<file path="src/rtl/matrix_scalar_mul_stream.sv">
// matrix_scalar_mul_stream: streaming multi-lane fixed-point C = A * s with round, shift, saturate and end-of-matrix framing
module matrix_scalar_mul_stream #(
  parameter int DATA_W = 16,
  parameter int FRAC_W = 8,
  parameter int LANES  = 4,
  parameter int ROWS   = 4,
  parameter int COLS   = 4
) (
  input  logic                    clk,
  input  logic                    rst_n,
  input  logic                    in_valid,
  output logic                    in_ready,
  input  logic [LANES*DATA_W-1:0] in_data,
  input  logic                    scalar_we,
  input  logic [DATA_W-1:0]       scalar_in,
  output logic                    scalar_busy,
  output logic                    out_valid,
  input  logic                    out_ready,
  output logic [LANES*DATA_W-1:0] out_data,
  output logic                    out_last,
  output logic                    out_sat
);
  localparam int BEATS = ROWS * COLS / LANES;
  localparam int CW = BEATS > 1 ? $clog2(BEATS) : 1;
  localparam int PW = 2 * DATA_W;
  localparam logic [CW-1:0] LAST = CW'(BEATS - 1);
  localparam logic signed [PW:0] RND = (PW+1)'(2 ** FRAC_W / 2);
  localparam logic signed [PW:0] MAXV = {{(DATA_W+2){1'b0}}, {(DATA_W-1){1'b1}}};
  localparam logic signed [PW:0] MINV = ~MAXV;
  localparam logic [DATA_W-1:0] MAXO = {1'b0, {(DATA_W-1){1'b1}}};
  localparam logic [DATA_W-1:0] MINO = ~MAXO;
  logic [CW-1:0] cnt_q, cnt_d;
  logic [DATA_W-1:0] scalar_q, scalar_d;
  logic s1_valid_q, s1_valid_d, s1_last_q, s1_last_d;
  logic signed [PW-1:0] prod_q [LANES];
  logic signed [PW-1:0] prod_d [LANES];
  logic signed [PW-1:0] ax [LANES];
  logic signed [PW-1:0] sx;
  logic signed [PW:0] rnd [LANES];
  logic signed [PW:0] shf [LANES];
  logic [LANES-1:0] hi, lo;
  logic out_valid_q, out_valid_d, out_last_q, out_last_d, out_sat_q, out_sat_d;
  logic [LANES*DATA_W-1:0] out_data_q, out_data_d;
  logic advance, wr_ok, acc, at_last, upd;
  always_comb begin
    advance     = !(out_valid_q && !out_ready);
    wr_ok       = scalar_we && cnt_q == '0;
    in_ready    = advance && !wr_ok;
    acc         = in_valid && in_ready;
    at_last     = cnt_q == LAST;
    upd         = advance && s1_valid_q;
    cnt_d       = acc ? (at_last ? '0 : cnt_q + CW'(1)) : cnt_q;
    scalar_d    = wr_ok ? scalar_in : scalar_q;
    s1_valid_d  = advance ? acc : s1_valid_q;
    s1_last_d   = acc ? at_last : s1_last_q;
    out_valid_d = advance ? s1_valid_q : out_valid_q;
    out_last_d  = upd ? s1_last_q : out_last_q;
    sx          = PW'($signed(scalar_q));
    out_data_d  = out_data_q;
    for (int i = 0; i < LANES; i++) begin
      ax[i]     = PW'($signed(in_data[i*DATA_W +: DATA_W]));
      prod_d[i] = acc ? ax[i] * sx : prod_q[i];
      rnd[i]    = {prod_q[i][PW-1], prod_q[i]} + RND;
      shf[i]    = rnd[i] >>> FRAC_W;
      hi[i]     = shf[i] > MAXV;
      lo[i]     = shf[i] < MINV;
      out_data_d[i*DATA_W +: DATA_W] = !upd ? out_data_q[i*DATA_W +: DATA_W] :
                                       hi[i] ? MAXO : lo[i] ? MINO : shf[i][DATA_W-1:0];
    end
    out_sat_d = upd ? |(hi | lo) : out_sat_q;
  end
  always_ff @(posedge clk) begin
    if (!rst_n) begin
      cnt_q       <= '0;
      scalar_q    <= '0;
      s1_valid_q  <= 1'b0;
      s1_last_q   <= 1'b0;
      out_valid_q <= 1'b0;
      out_last_q  <= 1'b0;
      out_sat_q   <= 1'b0;
      out_data_q  <= '0;
      for (int i = 0; i < LANES; i++) prod_q[i] <= '0;
    end else begin
      cnt_q       <= cnt_d;
      scalar_q    <= scalar_d;
      s1_valid_q  <= s1_valid_d;
      s1_last_q   <= s1_last_d;
      out_valid_q <= out_valid_d;
      out_last_q  <= out_last_d;
      out_sat_q   <= out_sat_d;
      out_data_q  <= out_data_d;
      for (int i = 0; i < LANES; i++) prod_q[i] <= prod_d[i];
    end
  end
  assign scalar_busy = cnt_q != '0;
  assign out_valid   = out_valid_q;
  assign out_data    = out_data_q;
  assign out_last    = out_last_q;
  assign out_sat     = out_sat_q;
endmodule

</file>
<file path="config.mk">
export PLATFORM = sky130hd
export DESIGN_NAME = matrix_scalar_mul_stream
export DESIGN_NICKNAME = d
export VERILOG_FILES = /design/src/rtl/matrix_scalar_mul_stream.sv
export SDC_FILE = /design/constraint.sdc
export NUM_CORES = 2
export LEC_CHECK = 0
export ABC_CLOCK_PERIOD_IN_PS = 6950
export CAP_MARGIN = 20
export CORE_UTILIZATION = 45
export CTS_BUF_LIST = sky130_fd_sc_hd__clkbuf_16
export CTS_CLUSTER_SIZE = 25
export DETAILED_ROUTE_END_ITERATION = 16
export MAX_ROUTING_LAYER = met4
export PLACE_DENSITY_LB_ADDON = 0.08
export SYNTH_ARGS = -nofsm -noshare
export SYNTH_HDL_FRONTEND = slang
export SYNTH_SLANG_ARGS = --single-unit
</file>
<file path="constraint.sdc">
create_clock -name clk -period 6.95 [get_ports clk]
set_input_delay 1.39 -clock clk [delete_from_list [all_inputs] [get_ports clk]]
set_output_delay 1.39 -clock clk [all_outputs]
set_load 0.01 [all_outputs]
</file>
==> metrics.md <==
| Metric | Value |
|---|---|
| Post-Syn Instances | roughly 5.2k |
| Startpoint types | input pin |
| Layout Nets | roughly 7.2k |
| CTS H-Tree Depth | 4 |
| Die height | between 300 and 400 µm |
| Status | complete, no violations |
| PnR worst setup slack | around 0.13 ns |
| CTS tree | yes |
| Synth area leader | fa_1 |
| Critical path peak fanout | 6 |
| CTS clk-pin slew, worst paths | ~0.080 ns |
| Seq pwr share | a little under an eighth |
| Actual slew at the worst max-slew pin | 0.928 ns |
| Cell mode on critical path | fa_1 |
| Crit path DAT | just over 7 ns |
| Crit-path slowest cell | fa_1 |
| Clock Skew | 0.0157 ns |
| FFs w/ async S/R, synth | 0% |
| FF-to-FF Start | scalar_q[5] |
| CTS root buffer | clkbuf_16 |
| GRT Util Overall | 27.0% |
| Io pins | 154 |
| Placement Setup Slack | -0.741 ns |
| Sw Pwr | ~0.007 W |
| IO Port Bufs | roughly 150 |
| Syn Nets | 6699 |
| Worst-path cell chain | clkdlybuf4s50_1, buf_6, buf_6, nand2_1, fa_1, fa_2, fa_1, inv_1, fa_1, fa_1, inv_1, fa_1, inv_1, ha_1, nand2_1, o21ai_2, a221oi_4, o22ai_4, a211oi_2, a21oi_2, a31o_2, nor3b_2, nor4_1 |
| Grt total ovfl | 0 |
| First-pass GRT wire length | 212000 µm |
| Wire per inst | approximately 19 µm |
| Syn avg cell area | 8.91 µm² |
| Final hold violations | 0 |
| DRC Markers | 0 |
| Hold Crit Endpoint | out_last |
| CP peak stage delay | roughly 0.54 ns |
| Synth warnings | 0 |
| Placer congestion estimate | between 0.9 and 1 |
| CTS Buf Count | 17 |
| Worst Path Required | between 7 and 8 ns |
| Core ar. | between 100000 and 150000 µm² |
| Hold Crit Start | s1_last_q |
| Most frequent cells in the layout | inv_1 (1169), fa_1 (1003), nand2_1 (684), buf_4 (487), and2_1 (475) |
| Peak VDD IR | roughly 230 µV |
| Hold Path Depth | 2 |
| Chip width | roughly 320 µm |
| DP HPWL | between 100000 and 150000 µm |
| Full die area | 105000 µm² |
| Ys flop type | dfxtp_1 |
| Internal power | approximately 0.0076 W |
| FMAX | about 150 MHz |
| Sequential area share after synthesis | 8.01% |
| Static leakage | ~28 nW |
| CP Capture Type | register |
| Post-route clock period utilization | 98.2% |
| R2r setup slk | between 0.4 and 0.5 ns |
| RR Endpoint | prod_q[1][27] |
| Sw Share | a little under half |
| Most common cell after layout, fill and taps aside | inv_1 |
| Worst hold path type | register to register |
| Starting Density | between 40% and 50% |
| #FFs+latches synth | 187 |
| Syn-to-layout area delta | 18.5% |
| Top cell type's share of synthesized area | between 40% and 50% |
| Largest net degree at the start of global routing | 60 |
| Power per Cell Area | about 260 nW/µm² |
| Max Slew Vio Count | 0 |
| Min cycle time layout | 6.82 ns |
| Final ANT Viol Nets | 0 |
| Max Cap Viol | 0 |
| Netlist cell types | a little over 80 |
| Worst Hold Margin | 0.455 ns |
| R2R depth | 20 |
| First-pass DRT Iterations | 6 |
| Mapped cell area | 46700 µm² |
| EDFF count, synth | 0 |
| Clk_lat worst skew | 0.51 ns |
| Clock share of power | under 10% |
| Clock sink total | between 150 and 200 |
| DRT iter0 DRCs | around 1.8k |
| Share of cells above drive strength 1 | around 14% |
| Rows | between 100 and 150 |
| Drt total wl | about 130000 µm |
| RSZ-0062 raised after global routing | true |
| Crit Path Class | input pin to register |
| Vias in the first global route | 38.6k |
| Top cells by area, synth | fa_1 (45%), inv_1 (9.5%), ha_1 (8.6%), dfxtp_1 (8.0%), and2_1 (6.5%) |
| Initial antenna violation count | 5 |
| Via count | about 36k |
| CTS Buffer Depth | 2 |
| Slew margin rel. | between 30% and 40% |
| Via density | around 5.0 |
| Comb pwr share | between 80% and 90% |
| # setup viols final | 0 |
-- critical path, delay by kind of cell --
kind	cells	cell delay (ns)
fa+ha+maj	7	3.27
compound gates	6	1.14
buf+inv	6	0.87
simple gates	4	0.55
-- sequential cells by signal, indices dropped and copies added (netlist names) --
name / cells
out_valid: 1
scalar_q: 16
cnt_q: 2
out_data: 64
out_sat: 1
s1_last_q: 1
prod_q: 100
s1_valid_q: 1
out_last: 1
-- metal layers --
metal | vias up | GRT usage, % | routed length (µm)
met4 | 0 | 7.99 | 4150
met2 | 698 | 45.2 | 65000
met5 | - | - | 0
li1 | 16700 | - | -
met3 | 184 | 3.69 | 6190
met1 | 18100 | 34.0 | 56900
-- metrics by stage --
stage,util (%),instances,power [W],TNS [ns],instance area (µm²)
6_report,54.1,7129,0.0146,0,55400
5_1_grt,54.1,7129,0.0163,-0.251,55400
4_1_cts,52.9,7078,0.0141,0,54100
3_5_place_dp,52.3,7046,0.0130,-34.29,53500
3_3_place_gp,52.3,7046,0.0128,-31.03,53500
2_1_floorplan,-,5248,0.00860,-0.0332,46800
-- worst max-delay path by stage --
stage,startpoint,end,slack [ns],cells past startpoint
3_5_place_dp,in_data[12],prod_q[0][31],-0.74,20
3_3_place_gp,in_data[15],prod_q[0][31],-0.68,22
6_report,in_data[11],prod_q[0][31],0.13,23
5_1_grt,in_data[11],prod_q[0][31],-0.1,23
4_1_cts,in_data[31],prod_q[1][28],0.002,22
2_1_floorplan,in_data[63],prod_q[3][30],-0.03,21
-- cell families after synthesis --
logic type | count (synthesis) | synth area share, %
and+or+nand+nor | 1618 | 17.0
buffers and inverters | 1425 | 11.5
adders and majority gates | 1366 | 53.3
AOI/OAI and AO/OA | 454 | 6.45
xor gates and xnor gates | 193 | 3.62
DFF | 187 | 8.01
muxes | 5 | 0.110
-- synth_stat cells (7+ instances only) --
cell,n
a211oi_1,8
and4_1,18
a21oi_1,136
nand3_1,62
or3_1,12
or2_2,7
nand2_1,690
o31ai_1,7
nor2b_1,9
clkbuf_1,227
nand2b_1,23
a31oi_1,25
o21bai_1,11
nand4_1,32
nand3b_1,7
inv_1,1181
nor3_1,28
and3_1,24
o22ai_1,29
xnor2_1,113
and2_1,484
buf_1,7
fa_1,1044
o21a_1,9
dfxtp_1,187
o211ai_1,12
nor2_1,188
ha_1,322
o21ai_0,76
o21ai_1,17
o221a_2,29
a21o_1,34
xor2_1,80
-- layout make-up --
cell class / instances / area (µm²)
tap: 1368 / 1710
sequential: 187 / 3760
timing repair buffer: 723 / 6590
inverter: 1181 / 4440
multi-input combinational: 3636 / 38300
clock inverter: 14 / 130
clock buffer: 17 / 425
antenna: 3 / 7.51
fill: 9583 / 47000
-- power groups by stage --
stage / sequential (W) / clock [W] / combinational, W
6_report: 0.00164 / 0.000978 / 0.0120
3_5_place_dp: 0.00166 / 0 / 0.0113
4_1_cts: 0.00164 / 0.00101 / 0.0115
3_3_place_gp: 0.00165 / 0 / 0.0112
2_1_floorplan: 0.00155 / 0 / 0.00705
5_1_grt: 0.00168 / 0.00105 / 0.0135
-- what timing repair did --
| item | CTS | global route |
|---|---|---|
| hold endpoints to repair | 0 | 0 |
| buffers inserted | 1 | 41 |
| pin swaps | 12 | 152 |
| hold buffers | 0 | 0 |
| gates cloned | 0 | 8 |
| resized for setup | 31 | 230 |
| endpoints found under the setup margin | 26 | 57 |
Note: power is estimated with default switching activity, not from simulation.
